`src/rtl/placement_pkg.sv`:
```
// Constants shared by the placer FSM and the cost evaluator: state encoding, default widths
// and the UNPLACED marker written into pos_X/pos_Y for nodes the placer has not assigned.
package placement_pkg;
  localparam int DW_DEF     = 32;
  localparam int AW_DEF     = 32;
  localparam int N_EDGE_DEF = 22;
  localparam int UNPLACED   = -1;

  typedef enum logic [3:0] {
    S_IDLE, S_CLR, S_CHK, S_RD_E, S_W_E, S_RD_A, S_W_A, S_LAT_A,
    S_RD_B, S_W_B, S_LAT_B, S_DIFF, S_ABS, S_ACC, S_FIN
  } eval_state_t;
endpackage

```
`src/rtl/placement_cost_eval_dist_unit.sv`:
```
// dist_unit: combinational per-edge distance terms from two endpoint positions.
// The Chebyshev term exists only when CHEB_COST_EN is defined.
module dist_unit
  import placement_pkg::*;
#(
  parameter int DW = DW_DEF
) (
  input  logic [DW-1:0] i_ax,
  input  logic [DW-1:0] i_ay,
  input  logic [DW-1:0] i_bx,
  input  logic [DW-1:0] i_by,
  output logic [DW-1:0] o_adx,
  output logic [DW-1:0] o_ady,
  output logic [DW-1:0] o_hop
`ifdef CHEB_COST_EN
  ,
  output logic [DW-1:0] o_cheb
`endif
);
  localparam logic [DW-1:0] ONE = DW'(1);

  logic [DW-1:0] w_dx, w_dy;

  assign w_dx  = i_ax - i_bx;
  assign w_dy  = i_ay - i_by;
  assign o_adx = w_dx[DW-1] ? (~w_dx + ONE) : w_dx;
  assign o_ady = w_dy[DW-1] ? (~w_dy + ONE) : w_dy;

  // ceil(|d|/2) as (|d|>>1) + lsb, one per axis, minus one hop for the edge itself
  assign o_hop = (o_adx >> 1) + {{(DW-1){1'b0}}, o_adx[0]}
               + (o_ady >> 1) + {{(DW-1){1'b0}}, o_ady[0]} - ONE;

`ifdef CHEB_COST_EN
  assign o_cheb = ((o_adx > o_ady) ? o_adx : o_ady) - ONE;
`endif
endmodule

```
`src/rtl/placement_cost_eval.sv`:
```
// Walks the EA/EB edge ROMs, fetches both endpoints from pos_X/pos_Y and accumulates wirelength.
// Optional Chebyshev sum (o_sum_cheb) is built only when CHEB_COST_EN is defined.
module placement_cost_eval
  import placement_pkg::*;
#(
  parameter int N_EDGE = N_EDGE_DEF,
  parameter int DW     = DW_DEF,
  parameter int AW     = AW_DEF
) (
  input  logic          i_clk,
  input  logic          i_reset,
  input  logic          i_start,
  output logic          o_edge_re,
  output logic [AW-1:0] o_edge_addr,
  input  logic [DW-1:0] i_edge_a,
  input  logic [DW-1:0] i_edge_b,
  output logic          o_pos_re,
  output logic [AW-1:0] o_pos_addr,
  input  logic [DW-1:0] i_pos_x,
  input  logic [DW-1:0] i_pos_y,
  output logic          o_busy,
  output logic          o_done,
  output logic          o_unplaced,
  output logic [DW-1:0] o_sum_cost,
  output logic [DW-1:0] o_sum_1hop
`ifdef CHEB_COST_EN
  ,
  output logic [DW-1:0] o_sum_cheb
`endif
);
  localparam logic [AW-1:0] N_LAST = AW'(N_EDGE);
  localparam logic [AW-1:0] A_ONE  = AW'(1);
  localparam logic [DW-1:0] D_ONE  = DW'(1);
  localparam logic [DW-1:0] UNP    = DW'(UNPLACED);

  eval_state_t   r_state, w_next;
  logic [AW-1:0] r_idx, r_edge_addr, r_pos_addr, w_edge_addr, w_pos_addr;
  logic          r_edge_re, r_pos_re, r_busy, r_done, r_unpl, r_skip;
  logic          w_edge_re, w_pos_re, w_busy, w_done, w_skip, w_last;
  logic [DW-1:0] r_ea, r_eb, r_ax, r_ay, r_bx, r_by;
  logic [DW-1:0] r_adx, r_ady, r_tc, r_th, r_sc, r_sh;
  logic [DW-1:0] w_adx, w_ady, w_hop;
`ifdef CHEB_COST_EN
  logic [DW-1:0] w_cheb, r_tv, r_sv;
`endif

  dist_unit #(.DW(DW)) u_dist (
    .i_ax (r_ax),
    .i_ay (r_ay),
    .i_bx (r_bx),
    .i_by (r_by),
    .o_adx(w_adx),
    .o_ady(w_ady),
    .o_hop(w_hop)
`ifdef CHEB_COST_EN
    ,
    .o_cheb(w_cheb)
`endif
  );

  assign w_last = ((r_idx + A_ONE) == N_LAST);
  assign w_skip = (r_ax == UNP) || (r_ay == UNP) || (r_bx == UNP) || (r_by == UNP);

  always_ff @(posedge i_clk) begin
    if (i_reset) r_state <= S_IDLE;
    else         r_state <= w_next;
  end

  // ACC takes the loop decision itself so each edge costs 11 cycles; CHK only guards the first edge.
  always_comb begin
    w_next = r_state;
    unique case (r_state)
      S_IDLE:  if (i_start) w_next = S_CLR;
      S_CLR:   w_next = S_CHK;
      S_CHK:   w_next = (r_idx == N_LAST) ? S_FIN : S_RD_E;
      S_RD_E:  w_next = S_W_E;
      S_W_E:   w_next = S_RD_A;
      S_RD_A:  w_next = S_W_A;
      S_W_A:   w_next = S_LAT_A;
      S_LAT_A: w_next = S_RD_B;
      S_RD_B:  w_next = S_W_B;
      S_W_B:   w_next = S_LAT_B;
      S_LAT_B: w_next = S_DIFF;
      S_DIFF:  w_next = S_ABS;
      S_ABS:   w_next = S_ACC;
      S_ACC:   w_next = w_last ? S_FIN : S_RD_E;
      S_FIN:   w_next = S_IDLE;
      default: w_next = S_IDLE;
    endcase
  end

  // Strobes and addresses are decoded from the next state and registered, so each read
  // strobe is a clean one-cycle pulse coincident with its RD_* state.
  always_comb begin
    w_edge_re   = (w_next == S_RD_E);
    w_pos_re    = (w_next == S_RD_A) || (w_next == S_RD_B);
    w_busy      = (w_next != S_IDLE) && (w_next != S_FIN);
    w_done      = (w_next == S_FIN);
    w_edge_addr = (r_state == S_ACC) ? (r_idx + A_ONE) : r_idx;
    w_pos_addr  = (r_state == S_W_E) ? AW'(i_edge_a) : AW'(r_eb);
  end

  always_ff @(posedge i_clk) begin
    if (i_reset) begin
      r_edge_re   <= 1'b0;
      r_pos_re    <= 1'b0;
      r_busy      <= 1'b0;
      r_done      <= 1'b0;
      r_edge_addr <= '0;
      r_pos_addr  <= '0;
    end else begin
      r_edge_re <= w_edge_re;
      r_pos_re  <= w_pos_re;
      r_busy    <= w_busy;
      r_done    <= w_done;
      if (w_edge_re) r_edge_addr <= w_edge_addr;
      if (w_pos_re)  r_pos_addr  <= w_pos_addr;
    end
  end

  // Read data is only valid in the W_* cycle, so everything is captured there.
  always_ff @(posedge i_clk) begin
    if (i_reset) begin
      r_idx  <= '0;
      r_unpl <= 1'b0;
      r_skip <= 1'b0;
      r_sc   <= '0;
      r_sh   <= '0;
      r_ea   <= '0;
      r_eb   <= '0;
      r_ax   <= '0;
      r_ay   <= '0;
      r_bx   <= '0;
      r_by   <= '0;
      r_adx  <= '0;
      r_ady  <= '0;
      r_tc   <= '0;
      r_th   <= '0;
`ifdef CHEB_COST_EN
      r_tv   <= '0;
      r_sv   <= '0;
`endif
    end else begin
      unique case (r_state)
        S_CLR: begin
          r_idx  <= '0;
          r_unpl <= 1'b0;
          r_sc   <= '0;
          r_sh   <= '0;
`ifdef CHEB_COST_EN
          r_sv   <= '0;
`endif
        end
        S_W_E: begin
          r_ea <= i_edge_a;
          r_eb <= i_edge_b;
        end
        S_W_A: begin
          r_ax <= i_pos_x;
          r_ay <= i_pos_y;
        end
        S_W_B: begin
          r_bx <= i_pos_x;
          r_by <= i_pos_y;
        end
        S_DIFF: begin
          r_adx  <= w_adx;
          r_ady  <= w_ady;
          r_skip <= w_skip;
          if (w_skip) r_unpl <= 1'b1;
        end
        S_ABS: begin
          r_tc <= r_adx + r_ady - D_ONE;
          r_th <= w_hop;
`ifdef CHEB_COST_EN
          r_tv <= w_cheb;
`endif
        end
        S_ACC: begin
          r_idx <= r_idx + A_ONE;
          if (!r_skip) begin
            r_sc <= r_sc + r_tc;
            r_sh <= r_sh + r_th;
`ifdef CHEB_COST_EN
            r_sv <= r_sv + r_tv;
`endif
          end
        end
        default: ;
      endcase
    end
  end

  assign o_edge_re   = r_edge_re;
  assign o_edge_addr = r_edge_addr;
  assign o_pos_re    = r_pos_re;
  assign o_pos_addr  = r_pos_addr;
  assign o_busy      = r_busy;
  assign o_done      = r_done;
  assign o_unplaced  = r_unpl;
  assign o_sum_cost  = r_sc;
  assign o_sum_1hop  = r_sh;
`ifdef CHEB_COST_EN
  assign o_sum_cheb  = r_sv;
`endif
endmodule
```
`config.mk`:
```
export PLATFORM = sky130hd
export DESIGN_NAME = placement_cost_eval
export DESIGN_NICKNAME = d
export VERILOG_FILES = /design/src/rtl/placement_pkg.sv /design/src/rtl/placement_cost_eval_dist_unit.sv /design/src/rtl/placement_cost_eval.sv
export SDC_FILE = /design/constraint.sdc
export NUM_CORES = 2
export LEC_CHECK = 0
export BUFFER_PORTS_ARGS = -buffer_cell sky130_fd_sc_hd__buf_2
export CORE_UTILIZATION = 55
export DETAILED_ROUTE_END_ITERATION = 16
export GPL_ROUTABILITY_DRIVEN = 0
export PLACE_DENSITY = 0.79
export SETUP_SLACK_MARGIN = 0.4
export SYNTH_ARGS = -nofsm -noshare
export SYNTH_HDL_FRONTEND = slang
export SYNTH_SLANG_ARGS = --single-unit
```
`constraint.sdc`:
```
create_clock -name i_clk -period 5.9 [get_ports i_clk]
set_clock_uncertainty 0.1 [all_clocks]
set_input_delay 1.18 -clock i_clk [delete_from_list [all_inputs] [get_ports i_clk]]
set_output_delay 1.18 -clock i_clk [all_outputs]
set_load 0.1 [all_outputs]
```
==> results.sh <==
export IMPL_multi_input_area_um2=20080
export IMPL_dr_pass1_iters=6
export IMPL_grt_pass1_wl_um=138100
export IMPL_fp_coreArea_um2=53080
export IMPL_syn2layout_area_growth_pct=20.85
export IMPL_final_net_count=4738
export IMPL_synth_edf_count=0
export IMPL_clockRootBuffer="clkbuf_16"
export IMPL_grt_pass1_vias=27270
export IMPL_vias=30300
export IMPL_slew_viol_final=0
export IMPL_clock_latency_ps=620
export IMPL_syn_area_um2=29780
export IMPL_clkTransAtPathRegs_ps=60
export IMPL_grt_overflow=0
export IMPL_grt_max_degree=139
export IMPL_hpwl_um=60040
export IMPL_die_h_um=234.7
export IMPL_arrival_ps=6530
export IMPL_violations="setup timing"
export IMPL_synth_area_leaders="dfxtp_1 31%, ha_1 11%, a21oi_1 8.3%"
export IMPL_setup_viol=8
export IMPL_synth_common_cells="651 x nand2_1, 491 x a21oi_1, 458 x dfxtp_1, 304 x inv_1, 300 x nor2_1"
export IMPL_ir_worst_vdd_mv=0.2014
export IMPL_rsz0062_at_grt="yes"
export IMPL_htreeDepth=2
export IMPL_detail_route_antenna_nets=0
export IMPL_place_area_um2=32440
export IMPL_cp_required_ps=6340
export IMPL_antenna_found_initial=2
export IMPL_cts_num_sinks=458
export IMPL_place_worst_setup_slack_ps=-59.65
export IMPL_fillCellCount=4273
export IMPL_endpoint_kind="flip-flop"
export IMPL_cellLeakagePower_uw=0.01512
export IMPL_start_kind="flip-flop"
export IMPL_drtIter0Drc=2980
export IMPL_power_density_nw_per_um2=230.4
export IMPL_path_class="reg2reg"
export IMPL_hp_class="reg2reg"
export IMPL_grt_total_usage_pct=29.69
export IMPL_p_total_uw=8293
export IMPL_yosys_warnings=0
export IMPL_cts_tree="built"
export IMPL_die_area_um2=55080
export IMPL_timing_hold_ws_ps=355.6
export IMPL_max_stage_delay_ps=370
export IMPL_synth_seq_area_share_pct=30.79
export IMPL_timing_final_ws_setup_ps=-187.0
export IMPL_path_max_fanout=6
export IMPL_ctsLongestPathBuffers=3
export IMPL_avgRoutedWirePerCell_um=17.75
export IMPL_boundaryPins=264
export IMPL_run_status="finished, violations left"
export IMPL_synth_cell_types=83
export IMPL_ys_flop_type="dfxtp_1"
export IMPL_min_period_over_period_pct=103.2
export IMPL_critPathMostFrequentCell="a21oi_2"
export IMPL_synth_area_per_cell_um2=7.414
export IMPL_wirelength_um=90130
export IMPL_seqCellArea_um2=9196
export IMPL_drv_cap=0
export IMPL_synth_nets=4407
export IMPL_fin_crit_ps=6087
export IMPL_cp_top_family="compound AO/OA/AOI/OAI gates"
export IMPL_async_flop_share_pct=0
export IMPL_vias_per_cell=5.967
export IMPL_yosys_area_top_type="dfxtp_1"
export IMPL_synth_most_common_cell="nand2_1"
export IMPL_die_w_um=234.7
export IMPL_cpMaxStageDelayCell="dfxtp_1"
export IMPL_design_area_um2=35990
export IMPL_relSlewSlack_pct=17.37
export IMPL_worst_pin_slew_ps=1208
export IMPL_cts_buffers=50
export IMPL_drive_above_1_share_pct=19.07
export IMPL_fmax_mhz=164.3
export IMPL_hold_violations=0
export IMPL_rows=84
export IMPL_syn_inst=4017
export IMPL_crit_buf_inv=7
export IMPL_post_route_drc_count=0
export IMPL_synth_seq_cells=458
export IMPL_start_util_pct=56.11
export IMPL_yosysTopAreaCellShare_pct=30.79
export IMPL_io_buffer_count=263
export IMPL_cts_hold_buf=0
## stage by stage
stage                     std cells  setup TNS (ps)  utilization (%)
final                          5078          -913.0            67.81
after global routing           5078           -3334            67.81
after CTS                      5044               0            66.09
after detailed placement       4901          -60.77            61.13
after global placement         4901               0            61.13
after floorplan                4017               0                -
## worst reg2reg max path, delay by kind of cell (launching register included)
family          cells  cell delay [ps]
xor+xnor            2              330
compound gates     14             2940
flops               1              370
simple gates        5              540
buf+inv             7              850
fa+ha+maj           3              890
## worst paths after layout
| check | startpoint | endpoint | slack [ps] | depth (start not counted) |
|---|---|---|---|---|
| min reg2reg | r_th[8]$_SDFFE_PP0P_ | r_th[8]$_SDFFE_PP0P_ | 360 | 2 |
| min | r_th[8]$_SDFFE_PP0P_ | r_th[8]$_SDFFE_PP0P_ | 360 | 2 |
| max | r_by[3]$_SDFFE_PP0P_ | r_th[29]$_SDFFE_PP0P_ | -190 | 31 |
| max reg2reg | r_by[3]$_SDFFE_PP0P_ | r_th[29]$_SDFFE_PP0P_ | -190 | 31 |
## layout make-up
type,instances,share of cell area (%)
multi-input combinational,3053,55.79
sequential,458,25.55
tap,688,2.392
clock inverter,28,0.6987
antenna,2,0.01391
clock buffer,64,3.876
inverter,304,3.170
timing repair buffer,481,8.510
## report_power, final
group / switching [µW] / total (µW) / internal [µW]
registers: 11.4 / 3120 / 3100
clock network: 1360 / 3170 / 1810
logic: 1090 / 2000 / 910
total: 2470 / 8290 / 5820
## registers in the layout, summed over array words and instances, names as in the netlist
register,flops
r_ay,32
r_adx,32
o_unplaced,1
r_idx,32
r_state,4
o_sum_1hop,32
o_done,1
r_bx,32
o_edge_re,1
r_ady,32
r_ax,32
r_by,32
r_eb,32
o_edge_addr,32
r_th,32
o_busy,1
r_skip,1
o_pos_addr,32
o_sum_cost,32
o_pos_re,1
r_tc,32
## cell usage in the layout, fill, tap and decap left out, drive strengths merged, types with 22 or more instances in the layout
master	synthesis	layout
a211oi	54	54
a21o	68	68
a21oi	492	492
a31oi	72	72
and2	27	27
and3	36	36
buf	17	480
clkbuf	185	64
dfxtp	458	458
ha	252	252
inv	304	307
nand2	651	651
nand2b	24	24
nand3	105	105
nand4	64	64
nor2	300	300
nor2b	25	25
nor3	92	92
nor4	31	31
o21a	37	37
o21ai	202	202
or3	22	22
xnor2	149	149
xor2	100	100
## cell families (layout without fill, tap and decap cells)
logic type / Yosys count / count (layout) / synth area share [%]
compound gates: 1093 / 1093 / 22.04
simple gates: 1438 / 1438 / 21.87
mux: 14 / 14 / 0.4789
flops: 458 / 458 / 30.79
other cells: 0 / 2 / 0
fa+ha+maj: 259 / 259 / 11.06
buf+inv: 506 / 877 / 6.445
xor+xnor: 249 / 249 / 7.323
## layer usage
| metal | part of all wire (%) | track usage (%) | up-vias |
|---|---|---|---|
| met1 | 43 | 40.55 | 14080 |
| met5 | 0 | 0 | - |
| met2 | 45 | 48.19 | 1332 |
| met4 | 4.0 | 10.37 | 0 |
| met3 | 7.7 | 3.736 | 270 |
| li1 | - | - | 14620 |
## timing repair
action	4_1_cts	5_1_grt
pin swaps	48	51
setup endpoints to repair	17	20
cloned	1	0
setup buffers	50	32
resized for setup	124	137
Power figures use the tool's default switching activity.
